`src/rtl/writeback_queue_if.sv`:
```
// Handshake bundle between execution results, the writeback queue and the VRF write port.
// slave = queue side, master = producer/VRF side.
interface writeback_queue_if #(
  parameter int TAG_WIDTH  = 6,
  parameter int DATA_WIDTH = 64
);
  logic                  result_valid;
  logic [TAG_WIDTH-1:0]  result_tag;
  logic [DATA_WIDTH-1:0] result_data;
  logic                  result_ready;
  logic                  vrf_write_enable;
  logic [TAG_WIDTH-1:0]  vrf_write_tag;
  logic [DATA_WIDTH-1:0] vrf_write_data;
  logic                  vrf_write_ready;

  modport slave (
    input  result_valid, result_tag, result_data,
    input  vrf_write_ready,
    output result_ready,
    output vrf_write_enable, vrf_write_tag, vrf_write_data
  );

  modport master (
    output result_valid, result_tag, result_data,
    output vrf_write_ready,
    input  result_ready,
    input  vrf_write_enable, vrf_write_tag, vrf_write_data
  );
endinterface

```
`src/rtl/writeback_queue.sv`:
```
// In-order writeback FIFO from execute to the VRF write port, head shown ahead.
// Optional WRITEBACK_COALESCE_EN merges a push into a queued entry with the same tag.
module writeback_queue #(
  parameter int DEPTH = 4,
  parameter int NUMBER_PHYSICAL_REGISTERS = 64,
  parameter int TAG_WIDTH = $clog2(NUMBER_PHYSICAL_REGISTERS),
  parameter int DATA_WIDTH = 64,
  localparam int PW = $clog2(DEPTH),
  localparam int CW = PW + 1
) (
  input  logic          clock,
  input  logic          reset_n,
  input  logic          flush,
  writeback_queue_if.slave bus,
  output logic [CW-1:0] occupancy,
  output logic          overflow_error
);

  typedef enum logic [1:0] {
    EMPTY,
    ACTIVE,
    FULL
  } state_t;

  state_t state_q, state_d;

  logic [PW-1:0] rd_ptr, wr_ptr;
  logic [CW-1:0] count_q;
  logic          ovf_q;
  logic [DEPTH-1:0] valid_q;

  logic [TAG_WIDTH-1:0]  tag_q  [DEPTH];
  logic [DATA_WIDTH-1:0] data_q [DEPTH];

  logic ready;
  logic head_valid;
  logic pop;
  logic alloc;
  logic hit;
  logic merge;
  logic [PW-1:0] hit_idx;

  assign ready      = (state_q != FULL);
  assign head_valid = (state_q != EMPTY);
  assign pop        = head_valid && bus.vrf_write_ready && !flush;

  always_comb begin
    hit     = 1'b0;
    hit_idx = '0;
`ifdef WRITEBACK_COALESCE_EN
    // the popping head is leaving, so it cannot absorb the new value
    for (int i = 0; i < DEPTH; i++) begin
      if (valid_q[i] && tag_q[i] == bus.result_tag &&
          !(pop && PW'(i) == rd_ptr)) begin
        hit     = 1'b1;
        hit_idx = PW'(i);
      end
    end
`else
    hit     = 1'b0;
    hit_idx = '0;
`endif
  end

  assign merge = bus.result_valid && hit && !flush;
  assign alloc = bus.result_valid && ready && !hit && !flush;

  assign bus.result_ready     = ready;
  assign bus.vrf_write_enable = head_valid;
  assign bus.vrf_write_tag    = head_valid ? tag_q[rd_ptr]  : '0;
  assign bus.vrf_write_data   = head_valid ? data_q[rd_ptr] : '0;

  assign occupancy      = count_q;
  assign overflow_error = ovf_q;

  always_comb begin
    state_d = state_q;
    if (flush) begin
      state_d = EMPTY;
    end else begin
      unique case (state_q)
        EMPTY:  if (alloc) state_d = ACTIVE;
        ACTIVE: begin
          if (alloc && !pop && count_q == CW'(DEPTH - 1))
            state_d = FULL;
          else if (pop && !alloc && count_q == CW'(1))
            state_d = EMPTY;
        end
        FULL:   if (pop) state_d = ACTIVE;
        default: state_d = EMPTY;
      endcase
    end
  end

  always_ff @(posedge clock or negedge reset_n) begin
    if (!reset_n) begin
      state_q <= EMPTY;
      rd_ptr  <= '0;
      wr_ptr  <= '0;
      count_q <= '0;
      ovf_q   <= 1'b0;
      valid_q <= '0;
    end else begin
      state_q <= state_d;
      if (bus.result_valid && !ready && !hit && !flush)
        ovf_q <= 1'b1;
      if (flush) begin
        rd_ptr  <= '0;
        wr_ptr  <= '0;
        count_q <= '0;
        valid_q <= '0;
      end else begin
        if (alloc) begin
          valid_q[wr_ptr] <= 1'b1;
          wr_ptr          <= wr_ptr + 1'b1;
        end
        if (pop) begin
          valid_q[rd_ptr] <= 1'b0;
          rd_ptr          <= rd_ptr + 1'b1;
        end
        count_q <= count_q + CW'(alloc) - CW'(pop);
      end
    end
  end

  // payload storage carries no reset; valid_q alone defines content
  always_ff @(posedge clock) begin
    if (merge) begin
      data_q[hit_idx] <= bus.result_data;
    end else if (alloc) begin
      tag_q[wr_ptr]  <= bus.result_tag;
      data_q[wr_ptr] <= bus.result_data;
    end
  end

endmodule
```
`src/flat_wrapper.sv`:
```
// flat-port wrapper written by rule: the top's interface ports become plain ports
module writeback_queue_flat 
#(
  parameter int DEPTH = 4,
  parameter int NUMBER_PHYSICAL_REGISTERS = 64,
  parameter int TAG_WIDTH = $clog2(NUMBER_PHYSICAL_REGISTERS),
  parameter int DATA_WIDTH = 64,
  localparam int PW = $clog2(DEPTH),
  localparam int CW = PW + 1
)
  (clock, reset_n, flush, occupancy, overflow_error, bus_result_valid, bus_result_tag, bus_result_data, bus_vrf_write_ready, bus_result_ready, bus_vrf_write_enable, bus_vrf_write_tag, bus_vrf_write_data);
  writeback_queue_if #(.TAG_WIDTH(TAG_WIDTH), .DATA_WIDTH(DATA_WIDTH)) bus_i ();
  input  logic clock;
  input  logic reset_n;
  input  logic flush;
  output logic [CW-1:0] occupancy;
  output logic overflow_error;
  input wire logic [$bits(bus_i.result_valid)-1:0] bus_result_valid;
  input wire logic [$bits(bus_i.result_tag)-1:0] bus_result_tag;
  input wire logic [$bits(bus_i.result_data)-1:0] bus_result_data;
  input wire logic [$bits(bus_i.vrf_write_ready)-1:0] bus_vrf_write_ready;
  output wire logic [$bits(bus_i.result_ready)-1:0] bus_result_ready;
  output wire logic [$bits(bus_i.vrf_write_enable)-1:0] bus_vrf_write_enable;
  output wire logic [$bits(bus_i.vrf_write_tag)-1:0] bus_vrf_write_tag;
  output wire logic [$bits(bus_i.vrf_write_data)-1:0] bus_vrf_write_data;
  assign bus_i.result_valid = bus_result_valid;
  assign bus_i.result_tag = bus_result_tag;
  assign bus_i.result_data = bus_result_data;
  assign bus_i.vrf_write_ready = bus_vrf_write_ready;
  assign bus_result_ready = bus_i.result_ready;
  assign bus_vrf_write_enable = bus_i.vrf_write_enable;
  assign bus_vrf_write_tag = bus_i.vrf_write_tag;
  assign bus_vrf_write_data = bus_i.vrf_write_data;
  writeback_queue #(.DEPTH(DEPTH), .NUMBER_PHYSICAL_REGISTERS(NUMBER_PHYSICAL_REGISTERS), .TAG_WIDTH(TAG_WIDTH), .DATA_WIDTH(DATA_WIDTH)) u_core (.clock(clock), .reset_n(reset_n), .flush(flush), .bus(bus_i), .occupancy(occupancy), .overflow_error(overflow_error));
endmodule
```
`config.mk`:
```
export PLATFORM = sky130hd
export DESIGN_NAME = writeback_queue_flat
export DESIGN_NICKNAME = d
export VERILOG_FILES = /design/src/rtl/writeback_queue_if.sv /design/src/rtl/writeback_queue.sv /design/src/flat_wrapper.sv
export SDC_FILE = /design/constraint.sdc
export NUM_CORES = 1
export LEC_CHECK = 0
export CELL_PAD_IN_SITES_DETAIL_PLACEMENT = 2
export CELL_PAD_IN_SITES_GLOBAL_PLACEMENT = 2
export CORE_MARGIN = 10
export CORE_UTILIZATION = 38
export DETAILED_ROUTE_END_ITERATION = 16
export GPL_TIMING_DRIVEN = 0
export PLACE_DENSITY_LB_ADDON = 0.25
export SYNTH_ARGS = -nofsm -noshare
export SYNTH_HDL_FRONTEND = slang
export SYNTH_SLANG_ARGS = --single-unit
```
`constraint.sdc`:
```
create_clock -name clock -period 3.13 [get_ports clock]
set_input_delay 0.7825 -clock clock [delete_from_list [all_inputs] [get_ports clock]]
set_output_delay 0.7825 -clock clock [all_outputs]
set_load 0.01 [all_outputs]
```
==> summary.md, run 1 <==
| Metric | Value |
|---|---|
| Fillers | 2,603 |
| Arrival time at the worst endpoint | 2.25 ns |
| Hold Fails Final Rpt | 0 |
| Tcrit/Tclk final | 96.84% |
| Relative slew slack | a little under three fifths |
| DR DRC count | 0 |
| Reg-to-reg critical path startpoint | u_core.state_q[1]$_DFFE_PN0P_ |
| Final ANT Viol Nets | 0 |
| Setup TNS Final | 0 ns |
| Total number of H-tree levels | 2 |
| Mean Syn Cell Area | approximately 22 sq um |
| Min Tclk post-route | 3.031 ns |
| Total wire length | between 20 and 30 mm |
| Via/cell ratio | 5.051 |
| RSZ-0062 raised after global routing | no |
| Total congestion overflow | 0 |
| Final Max Slew Viols | 0 |
| Share of cells above drive strength 1 | 20.69% |
| GP Congestion | 0.6889 |
| Critical Path Start | u_core.rd_ptr[0]$_DFFE_PN0P_ |
| Starting density of the core | between 30% and 40% |
| Die height | between 150 and 200 microns |
| Worst path cell trace | buf_12, buf_12, mux4_2, and2_1, dlygate4sd2_1 |
| Yosys warns | 0 |
| Area of the mapped netlist | between 10,000 and 15,000 sq um |
| Clk buf depth | 3 |
| Most used cell, CP | buf_12 |
| Setup Skew | 0.01045 ns |
| Maximum vdd ir drop | ~0.00048 V |
| Worst Setup EP | bus_vrf_write_data[62] |
| Final cell count without fillers | between 1,000 and 1,500 |
| Synth top area share | 74.65% |
| Least-Margin Pin Slew | 0.6461 ns |
| Post-placement cell count | roughly 1,000 |
| Fmax | 329.9 MHz |
| Root Driver | clkbuf_16 |
| First-pass GRT wire length | approximately 42 mm |
| Leak | just under 0.005 uW |
| Cts hold-fix bufs | 0 |
| Reg2reg path depth | 7 |
| Register Area | around 8700 sq um |
| R2r endpoint | u_core.occupancy[2]$_DFF_PN0_ |
| #FFs+latches synth | 290 |
| Synthesis-to-finish area growth | 27.82% |
| Vias in the first global route | 6,744 |
| Max-cap violations | 0 |
| Seq/Total Area, Yosys | 76.87% |
| Yosys top cell by area | edfxtp_1 |
| Hold slack final | 0.4850 ns |
| CP Max Fanout | 10 |
| CP Class | reg2out |
| Clk Latency, worst-skew pair | 0.50 ns |
| First-pass DRT Iterations | 4 |
| Final net count | 776 |
| Hold crit path type | reg2reg |
| Pwr Total | approximately 9000 uW |
| Syn_nets | 587 |
| Gate Count Post-Synth | around 510 |
| Core footprint | ~29,000 sq um |
| Final Setup Violations | 0 |
| DP Wirelength | roughly 18 mm |
| Cell Pwr Density | 624.4 nW/um^2 |
| Slowest stage cell, crit path | mux4_2 |
| Multi-input gate area | 2384 sq um |
| Initial DRC Count | 270 |
| All-layer global routing usage | between 10% and 20% |
| Synth cell types | 32 |
| Die area | 36,930 sq um |
| WL per Instance | 24.69 microns |
| I/O Buffers | 150 |
| Worst setup SP type | flip-flop |
| Clk slew on worst S/H paths | 0.06 ns |
| CTS Sinks | 290 |
| Row cnt | 62 |
| Area contributors post-synth | edfxtp_1 (75%), mux4_2 (14%), and2_1 (3.9%) |
| Worst setup EP type | primary output |
| Pin count of the biggest net entering global routing | 43 |
| CTS buffer count | 34 |
| Outcome | finished clean |
| Vias | around 5,600 |
| R2r setup slk | approximately 0.69 ns |
| CTS tree | done |
| Die X-Extent | 192.2 microns |
| CP peak stage delay | 0.52 ns |
| Critical Path RT | 2.35 ns |
| Top Ports | 151 |
| Initial antenna violation count | 4 |
## cell usage after synthesis
library cell  instances
or2_1                 1
nor4bb_1              3
a21o_1                1
a31oi_1               1
buf_12                7
and2_1               70
o21ai_0               5
clkbuf_1              9
mux4_1                2
a21oi_1               2
nor3_1                2
a31o_2                1
nand3_1               3
and3_1                4
dfrtp_1              10
fa_1                  1
xor2_1                3
and3b_1               1
mux2i_1               1
nand2b_1              1
nor2b_1               2
inv_1                 5
xnor2_1               1
buf_6                 1
mux4_2               68
ha_1                  5
or3_1                 1
edfxtp_1            280
nor3b_1               1
o211ai_1              1
nor2_1                5
buf_2                 8
## cells in the final DEF (no fill, tap or decap), types with 2 or more instances in the layout
master,count
edfxtp_1,280
clkdlybuf4s50_1,80
and2_1,70
dlygate4sd2_1,70
mux4_2,68
clkbuf_16,37
dfrtp_1,9
buf_12,8
clkbuf_1,8
clkinv_1,7
buf_2,6
clkinv_2,6
clkbuf_4,5
inv_1,5
o21ai_0,5
nor2_1,5
ha_1,5
and3_4,4
buf_16,4
xor2_1,3
nor4bb_1,3
nand3_1,3
diode_2,2
buf_4,2
clkbuf_2,2
mux4_1,2
nor3_1,2
a21oi_1,2
## final cells by class
cell class | count | share of cell area, %
Multi-Input combinational cell | 186 | 16.56
Clock inverter | 16 | 0.7127
Tap cell | 384 | 3.337
Inverter | 5 | 0.1304
Timing Repair Buffer | 154 | 10.59
Clock buffer | 45 | 6.710
Sequential cell | 290 | 60.15
Antenna cell | 2 | 0.03476
Buffer | 24 | 1.782
## report_power, final
part / switching, uW / internal (uW) / total, uW
logic: 400 / 446 / 847
registers: 38.6 / 4360 / 4400
clock network: 1490 / 2250 / 3740
total: 1930 / 7060 / 8990
## per-stage QoR
step                setup WS (ns)  instance area (sq um)  util, %
floorplan                  0.6122                  11270        -
global placement          -0.8112                  13250    45.67
detailed placement        -0.3164                  13380    46.10
CTS                       0.04187                  14390    49.59
global route              0.01288                  14390    49.60
finish                    0.09886                  14400    49.62
## worst max-delay path, delay by kind of cell, from the launching register on
family | cells | cell delay, ns
flip-flops | 1 | 0.37
AND/OR/NAND/NOR | 1 | 0.21
multiplexers | 1 | 0.52
buffers and inverters | 3 | 0.64
## cells by family (layout without fill, tap and decap cells)
kind of cell	count (synthesis)	in the layout	share of synthesized area [%]
flip-flops	290	290	76.87
AND/OR/NAND/NOR	94	94	5.188
multiplexers	71	71	14.15
buffers and inverters	30	244	2.166
AO/OA/AOI/OAI	11	11	0.5777
adder cells (fa/ha/maj)	6	6	0.7332
XOR/XNOR	4	4	0.3111
other	0	2	0
## how the worst min path moves through the flow
stage	depth (start not counted)	slack, ns	end	startpoint
2_1_floorplan	0	0.49	u_core.occupancy[0]$_DFF_PN0_	reset_n
3_3_place_gp	1	0.44	u_core.overflow_error$_DFFE_PN0P_	u_core.overflow_error$_DFFE_PN0P_
3_5_place_dp	1	0.45	u_core.overflow_error$_DFFE_PN0P_	u_core.overflow_error$_DFFE_PN0P_
4_1_cts	1	0.49	u_core.overflow_error$_DFFE_PN0P_	u_core.overflow_error$_DFFE_PN0P_
5_1_grt	1	0.51	u_core.overflow_error$_DFFE_PN0P_	u_core.overflow_error$_DFFE_PN0P_
6_report	1	0.49	u_core.overflow_error$_DFFE_PN0P_	u_core.overflow_error$_DFFE_PN0P_
## flip-flops by register name (all words and copies together), names as in the netlist
name and count:
u_core.data_q 256, u_core.occupancy 3, u_core.overflow_error 1, u_core.rd_ptr 2, u_core.state_q 2, u_core.tag_q 24
u_core.wr_ptr 2
## layer usage
metal,vias to the layer above,global-route usage [%],wire [microns]
li1,2433,-,-
met4,6,4.383,539
met5,-,0,34
met1,2969,18.10,11000
met3,48,3.845,1593
met2,130,26.16,14140
## what timing repair did
item | 4_1_cts | 5_1_grt
setup endpoints to repair | 71 | 1
buffers inserted | 0 | 0
gates resized for setup | 87 | 1
Power figures use the tool's default switching activity.
==> run 2: changes to the inputs <==
--- a/config.mk
+++ b/config.mk
@@ -8,7 +8,7 @@
 export CELL_PAD_IN_SITES_DETAIL_PLACEMENT = 2
 export CELL_PAD_IN_SITES_GLOBAL_PLACEMENT = 2
 export CORE_MARGIN = 10
-export CORE_UTILIZATION = 38
+export CORE_UTILIZATION = 42
 export DETAILED_ROUTE_END_ITERATION = 16
 export GPL_TIMING_DRIVEN = 0
 export PLACE_DENSITY_LB_ADDON = 0.25
==> run 2 against run 1 <==
Register-to-register slack improved by 0.10 ns. Combinational power increased by 1%. Setup slack improved by 0.018 ns. Design area decreased by 0.53%. Sequential power about the same. Clock skew increased by 0.0066 ns. Final cell count decreased by 4.9%. Critical endpoint is now bus_vrf_write_data[31].
==> summary.md, run 2 (synthesis gave the netlist of run 1 again) <==
| Metric | Value |
|---|---|
| Cell Area, Placed | 13,310 sq um (was 13,380 sq um) |
| Max FFs per register | 256 (unchanged) |
| Final Setup Violations | 0 (unchanged) |
| Commonest non-fill, non-tap cell in the layout | edfxtp_1 (unchanged) |
| Sw Share | 21.45% (was 21.48%) |
| Combinational power share | 9.7% (was 9.4%) |
| P_sw | 1896 uW (was 1931 uW) |
| Clock group share of total power | 40.5% (was 41.7%) |
| CP Max Fanout | 10 (unchanged) |
| Initial DRC Count | 239 (was 270) |
| Reg2reg path depth | 7 (unchanged) |
| GP Congestion | 0.7349 (was 0.6889) |
| R2r setup slk | 0.79 ns (was 0.69 ns) |
| Vias | 5,571 (was 5,586) |
| CTS buffer count | 34 (unchanged) |
| WL per Instance | 26.32 microns (was 24.69 microns) |
| Outcome | finished clean (unchanged) |
| Least-Margin Pin Slew | 0.5394 ns (was 0.6461 ns) |
| Starting density of the core | 42.98% (was 38.82%) |
| Worst setup SP type | flip-flop (unchanged) |
| Top Ports | 151 (unchanged) |
| Hold Fails Final Rpt | 0 (unchanged) |
| Synthesis-to-finish area growth | 27.14% (was 27.82%) |
| Top reg by flops | u_core.data_q (unchanged) |
| Most frequent cells in the layout | edfxtp_1 (280), clkdlybuf4s50_1 (80), and2_1 (70), mux4_2 (68), dlygate4sd2_1 (68) (was edfxtp_1 (280), clkdlybuf4s50_1 (80), and2_1 (70), dlygate4sd2_1 (70), mux4_2 (68)) |
| All-layer global routing usage | 16.68% (was 15.06%) |
| Clk Latency, worst-skew pair | 0.50 ns (about the same) |
| Total congestion overflow | 0 (unchanged) |
| Hold slack final | 0.4628 ns (was 0.4850 ns) |
| Setup TNS Final | 0 ns (unchanged) |
| Root Driver | clkbuf_16 (unchanged) |
| Die area | 33,770 sq um (was 36,930 sq um) |
| Cell-internal power | 6942 uW (was 7058 uW) |
| Post-route cell area | 14,320 sq um (was 14,400 sq um) |
| Worst Setup EP | bus_vrf_write_data[31] (was bus_vrf_write_data[62]) |
| DP Wirelength | 18.48 mm (was 17.87 mm) |
| Clk buf depth | 3 (unchanged) |
| Final ANT Viol Nets | 0 (unchanged) |
| I/O Buffers | 150 (unchanged) |
| Pin count of the biggest net entering global routing | 45 (was 43) |
| Fmax | 331.9 MHz (was 329.9 MHz) |
| Final net count | 777 (was 776) |
| Leak | 0.004948 uW (was 0.004943 uW) |
| Post-placement cell count | 995 (was 1,044) |
| Critical Path RT | 2.35 ns (about the same) |
| Hold crit path type | reg2reg (unchanged) |
| Relative slew slack | 64.04% (was 56.92%) |
| Worst setup EP type | primary output (unchanged) |
| Vias in the first global route | 6,653 (was 6,744) |
| Reg-to-reg critical path startpoint | u_core.state_q[1]$_DFFE_PN0P_ (unchanged) |
| Clk slew on worst S/H paths | 0.06 ns (about the same) |
| Die X-Extent | 183.8 microns (was 192.2 microns) |
| Initial antenna violation count | 2 (was 4) |
| Flop pwr share | 49.8% (was 48.9%) |
| Final Max Slew Viols | 0 (unchanged) |
| CTS tree | done (unchanged) |
| CTS Sinks | 290 (unchanged) |
| DR DRC count | 0 (unchanged) |
| Via/cell ratio | 5.296 (was 5.051) |
| Max-cap violations | 0 (unchanged) |
| Total number of H-tree levels | 2 (unchanged) |
| Multi-input gate area | 2384 sq um (unchanged) |
| First-pass GRT wire length | 42.58 mm (was 42.07 mm) |
| R2r endpoint | u_core.occupancy[2]$_DFF_PN0_ (unchanged) |
| First-pass DRT Iterations | 4 (unchanged) |
| Die height | 183.8 microns (was 192.2 microns) |
| Postcts setup bufs | 0 (unchanged) |
| Setup Skew | 0.01708 ns (was 0.01045 ns) |
| Register Area | 8662 sq um (was 8660 sq um) |
| Maximum vdd ir drop | 0.0004306 V (was 0.0004768 V) |
| Core footprint | 26,210 sq um (was 29,010 sq um) |
| Total wire length | 27.69 mm (was 27.31 mm) |
| Critical Path Start | u_core.rd_ptr[0]$_DFFE_PN0P_ (unchanged) |
| RSZ-0062 raised after global routing | no (unchanged) |
| Final cell count without fillers | 1,052 (was 1,106) |
| CP Class | reg2out (unchanged) |
| Pwr Total | 8837 uW (was 8989 uW) |
| Row cnt | 59 (was 62) |
| Fillers | 2,186 (was 2,603) |
| Arrival time at the worst endpoint | 2.23 ns (was 2.25 ns) |
| Tcrit/Tclk final | 96.25% (was 96.84%) |
| Share of cells above drive strength 1 | 20.67% (was 20.69%) |
| Cell Pwr Density | 617.1 nW/um^2 (was 624.4 nW/um^2) |
| Min Tclk post-route | 3.013 ns (was 3.031 ns) |
==> run 2: final cells by class <==
class,count,share of cell area (%)
Multi-Input combinational cell,186,16.64
Clock buffer,43,6.623
Buffer,24,1.879
Tap cell,335,2.927
Sequential cell,290,60.49
Timing Repair Buffer,155,10.87
Inverter,5,0.1311
Clock inverter,13,0.4194
Antenna cell,1,0.01747
==> run 2: power groups by stage <==
stage / logic (uW) / registers [uW] / clock network (uW)
2_1_floorplan: 444 / 4470 / 0
3_3_place_gp: 870 / 4470 / 0
3_5_place_dp: 923 / 4480 / 0
4_1_cts: 877 / 4400 / 3680
5_1_grt: 936 / 4410 / 3820
6_report: 856 / 4400 / 3580
==> run 2: per-stage QoR <==
step / setup slack [ns] / utilization (%)
after floorplan: 0.6122 / -
after global placement: -0.7494 / 50.33
after detailed placement: -0.2276 / 50.80
after CTS: 0.005108 / 54.49
after global routing: 0.02750 / 54.63
final: 0.1173 / 54.64
==> run 2: layer usage <==
layer  up-vias  track usage (%)  share of wire (%)
li1       2440                -                  -
met5         -                0              0.043
met2       143            29.45                 52
met1      2951            20.28                 41
met4         2            4.195                1.7
met3        35            3.755                5.0
==> run 2: repair_timing <==
| item | in CTS | in global routing |
|---|---|---|
| endpoints found under the hold margin | 0 | 0 |
| pin swaps | 0 | 0 |
| gates resized for setup | 89 | 7 |
| cloned | 0 | 1 |
| hold buffers | 0 | 0 |
| setup endpoints to repair | 71 | 3 |
==> run 2: critical path, cell delays in order, from the launching register on <==
cell and delay (ns):
dfrtp_2 0.42, clkbuf_16 0.19, buf_12 0.15, mux4_2 0.50, and2_1 0.18, dlygate4sd2_1 0.30
==> run 2: how the worst min path moves through the flow <==
stage	startpoint	end	slack, ns	cells past startpoint
global route	u_core.overflow_error$_DFFE_PN0P_	u_core.overflow_error$_DFFE_PN0P_	0.52	1
CTS	u_core.overflow_error$_DFFE_PN0P_	u_core.overflow_error$_DFFE_PN0P_	0.47	1
floorplan	reset_n	u_core.occupancy[0]$_DFF_PN0_	0.49	0
finish	u_core.overflow_error$_DFFE_PN0P_	u_core.overflow_error$_DFFE_PN0P_	0.46	1
detailed placement	u_core.overflow_error$_DFFE_PN0P_	u_core.overflow_error$_DFFE_PN0P_	0.45	1
global placement	u_core.overflow_error$_DFFE_PN0P_	u_core.overflow_error$_DFFE_PN0P_	0.44	1
==> patch (flow settings as in run 1) <==
`NUMBER_PHYSICAL_REGISTERS` is set to 64 in 2 places; all go to 256.
--- a/src/rtl/writeback_queue.sv
+++ b/src/rtl/writeback_queue.sv
@@ -4,3 +4,3 @@
   parameter int DEPTH = 4,
-  parameter int NUMBER_PHYSICAL_REGISTERS = 64,
+  parameter int NUMBER_PHYSICAL_REGISTERS = 256,
   parameter int TAG_WIDTH = $clog2(NUMBER_PHYSICAL_REGISTERS),
--- a/src/flat_wrapper.sv
+++ b/src/flat_wrapper.sv
@@ -4,3 +4,3 @@
   parameter int DEPTH = 4,
-  parameter int NUMBER_PHYSICAL_REGISTERS = 64,
+  parameter int NUMBER_PHYSICAL_REGISTERS = 256,
   parameter int TAG_WIDTH = $clog2(NUMBER_PHYSICAL_REGISTERS),
Interface: changed (resized bus_result_tag and bus_vrf_write_tag); port bits go from 151 to 155. No check against the original RTL was run, so the function may have changed too.
==> patch against run 1 <==
- global-route usage about the same
- total power increased by 1.5%
- critical endpoint is now bus_vrf_write_data[47]
- register-to-register slack better by 20 ps
- synthesized area is 2.0% higher
- clock skew decreased by 3.2 ps
- count of clock-buffer cells in the layout decreased by 8
- largest cell class unchanged
- setup slack got worse by 45 ps
- sequential cell count rose by 8
- routed wire length up 6.1%
- first-iteration DRC count grew 34%
- final cell count rose by 2.8%
- final area grew 3.6%
==> patch: results (changes against run 1) <==
[run_status]
outcome=complete, no violations

[route]
drtIter0Drc=361  ; +34%
vias_per_cell=5.091  ; +0.81%
routed_wl_mm=28.98  ; +6.1%

[clocking]
cts_buffers=31  ; -8.8%
htreeDepth=1  ; -1
clock_latency_ps=540  ; +40 ps

[power_and_ir_drop]
p_int_uw=7154  ; +1.4%
leakage_uw=0.005033  ; +1.8%

[synth]
async_flop_share_pct=3.356  ; -0.093 points
synth_seq_area_share_pct=77.46  ; +0.59 points
synthTopCellsByArea=edfxtp_1, mux4_2, and2_1, dfrtp_1, buf_6
ys_types=30  ; -6.3%
synthesis.nets=601  ; +2.4%

[grt]
gr-usage-all-layers_pct=15.08  ; +0.018 points
met2_usage_pct=27.44  ; +1.3 points
grt_pass1_vias=6831  ; +1.3%
met3_usage_pct=2.576  ; -1.3 points
grt_max_degree=38  ; -12%
grtUsageMet1_pct=18.27  ; +0.17 points

[placement]
hpwl_mm=18.30  ; +2.4%
place_congestion=0.7020  ; +1.9%

[sta]
skew_ps=7.257  ; -3.195 ps
tightest_slew_ps=664.3  ; +18.18 ps

[final_layout]
fill_cells=2588  ; -0.58%
drive_above_1_share_pct=30.12  ; +9.4 points
final_nets=806  ; +3.9%

[patch: path summary, 6_finish.rpt]
path | from | endpoint | slack, ps
setup / recovery | u_core.rd_ptr[0]$_DFFE_PN0P_ | bus_vrf_write_data[47] | 50
hold / removal | u_core.overflow_error$_DFFE_PN0P_ | u_core.overflow_error$_DFFE_PN0P_ | 500
setup reg to reg | u_core.state_q[0]$_DFFE_PN0P_ | u_core.occupancy[2]$_DFF_PN0_ | 710
hold reg to reg | u_core.overflow_error$_DFFE_PN0P_ | u_core.overflow_error$_DFFE_PN0P_ | 500
max in group asynchronous | reset_n | u_core.rd_ptr[0]$_DFFE_PN0P_ | 2170
min in group asynchronous | reset_n | u_core.occupancy[1]$_DFF_PN0_ | 580
[patch: routing by layer]
metal	wire, µm	vias to the layer above
li1	-	2522
met1	11690	3090
met2	15720	149
met3	1168	28
met4	402	0
met5	0	-
[patch: logic make-up after synthesis]
| family | Yosys count | share of synthesized area [%] |
|---|---|---|
| compound gates | 11 | 0.5665 |
| xor+xnor | 4 | 0.3050 |
| fa+ha+maj | 6 | 0.7189 |
| buf+inv | 30 | 1.547 |
| flops | 298 | 77.46 |
| mux | 73 | 14.20 |
| simple gates | 96 | 5.196 |
[patch: repair_timing]
| item | in CTS | in global routing |
|---|---|---|
| endpoints found under the hold margin | 0 | 0 |
| buffers inserted | 7 | 1 |
| endpoints found under the setup margin | 74 | 38 |
| gates cloned | 5 | 2 |
| gates resized for setup | 227 | 49 |
| pin swaps | 2 | 3 |
[patch: critical path, delay by kind of cell, from the launching register on]
| family | cells | cell delay (ps) |
|---|---|---|
| buffers and inverters | 5 | 660 |
| flip-flops | 1 | 400 |
| multiplexers | 1 | 510 |
| AND/OR/NAND/NOR | 1 | 180 |
[patch: per-stage QoR]
stage	hold WS (ps)	setup WS, ps	cells
CTS	508.0	-57.95	1134
global placement	449.2	-900.3	1062
global route	533.2	-19.59	1137
finish	495.6	53.45	1137
floorplan	486.9	612.2	518
detailed placement	489.6	-260.2	1066
[patch: final cells by class]
cell class,instances,area [µm²],area share (%)
sequential,298,8900,59.69
clock inverter,20,195.2,1.309
clock buffer,37,798.3,5.354
inverter,5,18.77,0.1259
tap,390,488.0,3.273
timing repair buffer,173,1770,11.87
buffer,24,259.0,1.737
multi-input combinational,190,2481,16.64
[patch: power groups by stage]
stage	sequential, µW	combinational, µW	clock, µW
2_1_floorplan	4590	432	0
3_3_place_gp	4590	879	0
3_5_place_dp	4600	921	0
4_1_cts	4520	979	3680
5_1_grt	4530	1070	3860
6_report	4520	986	3620
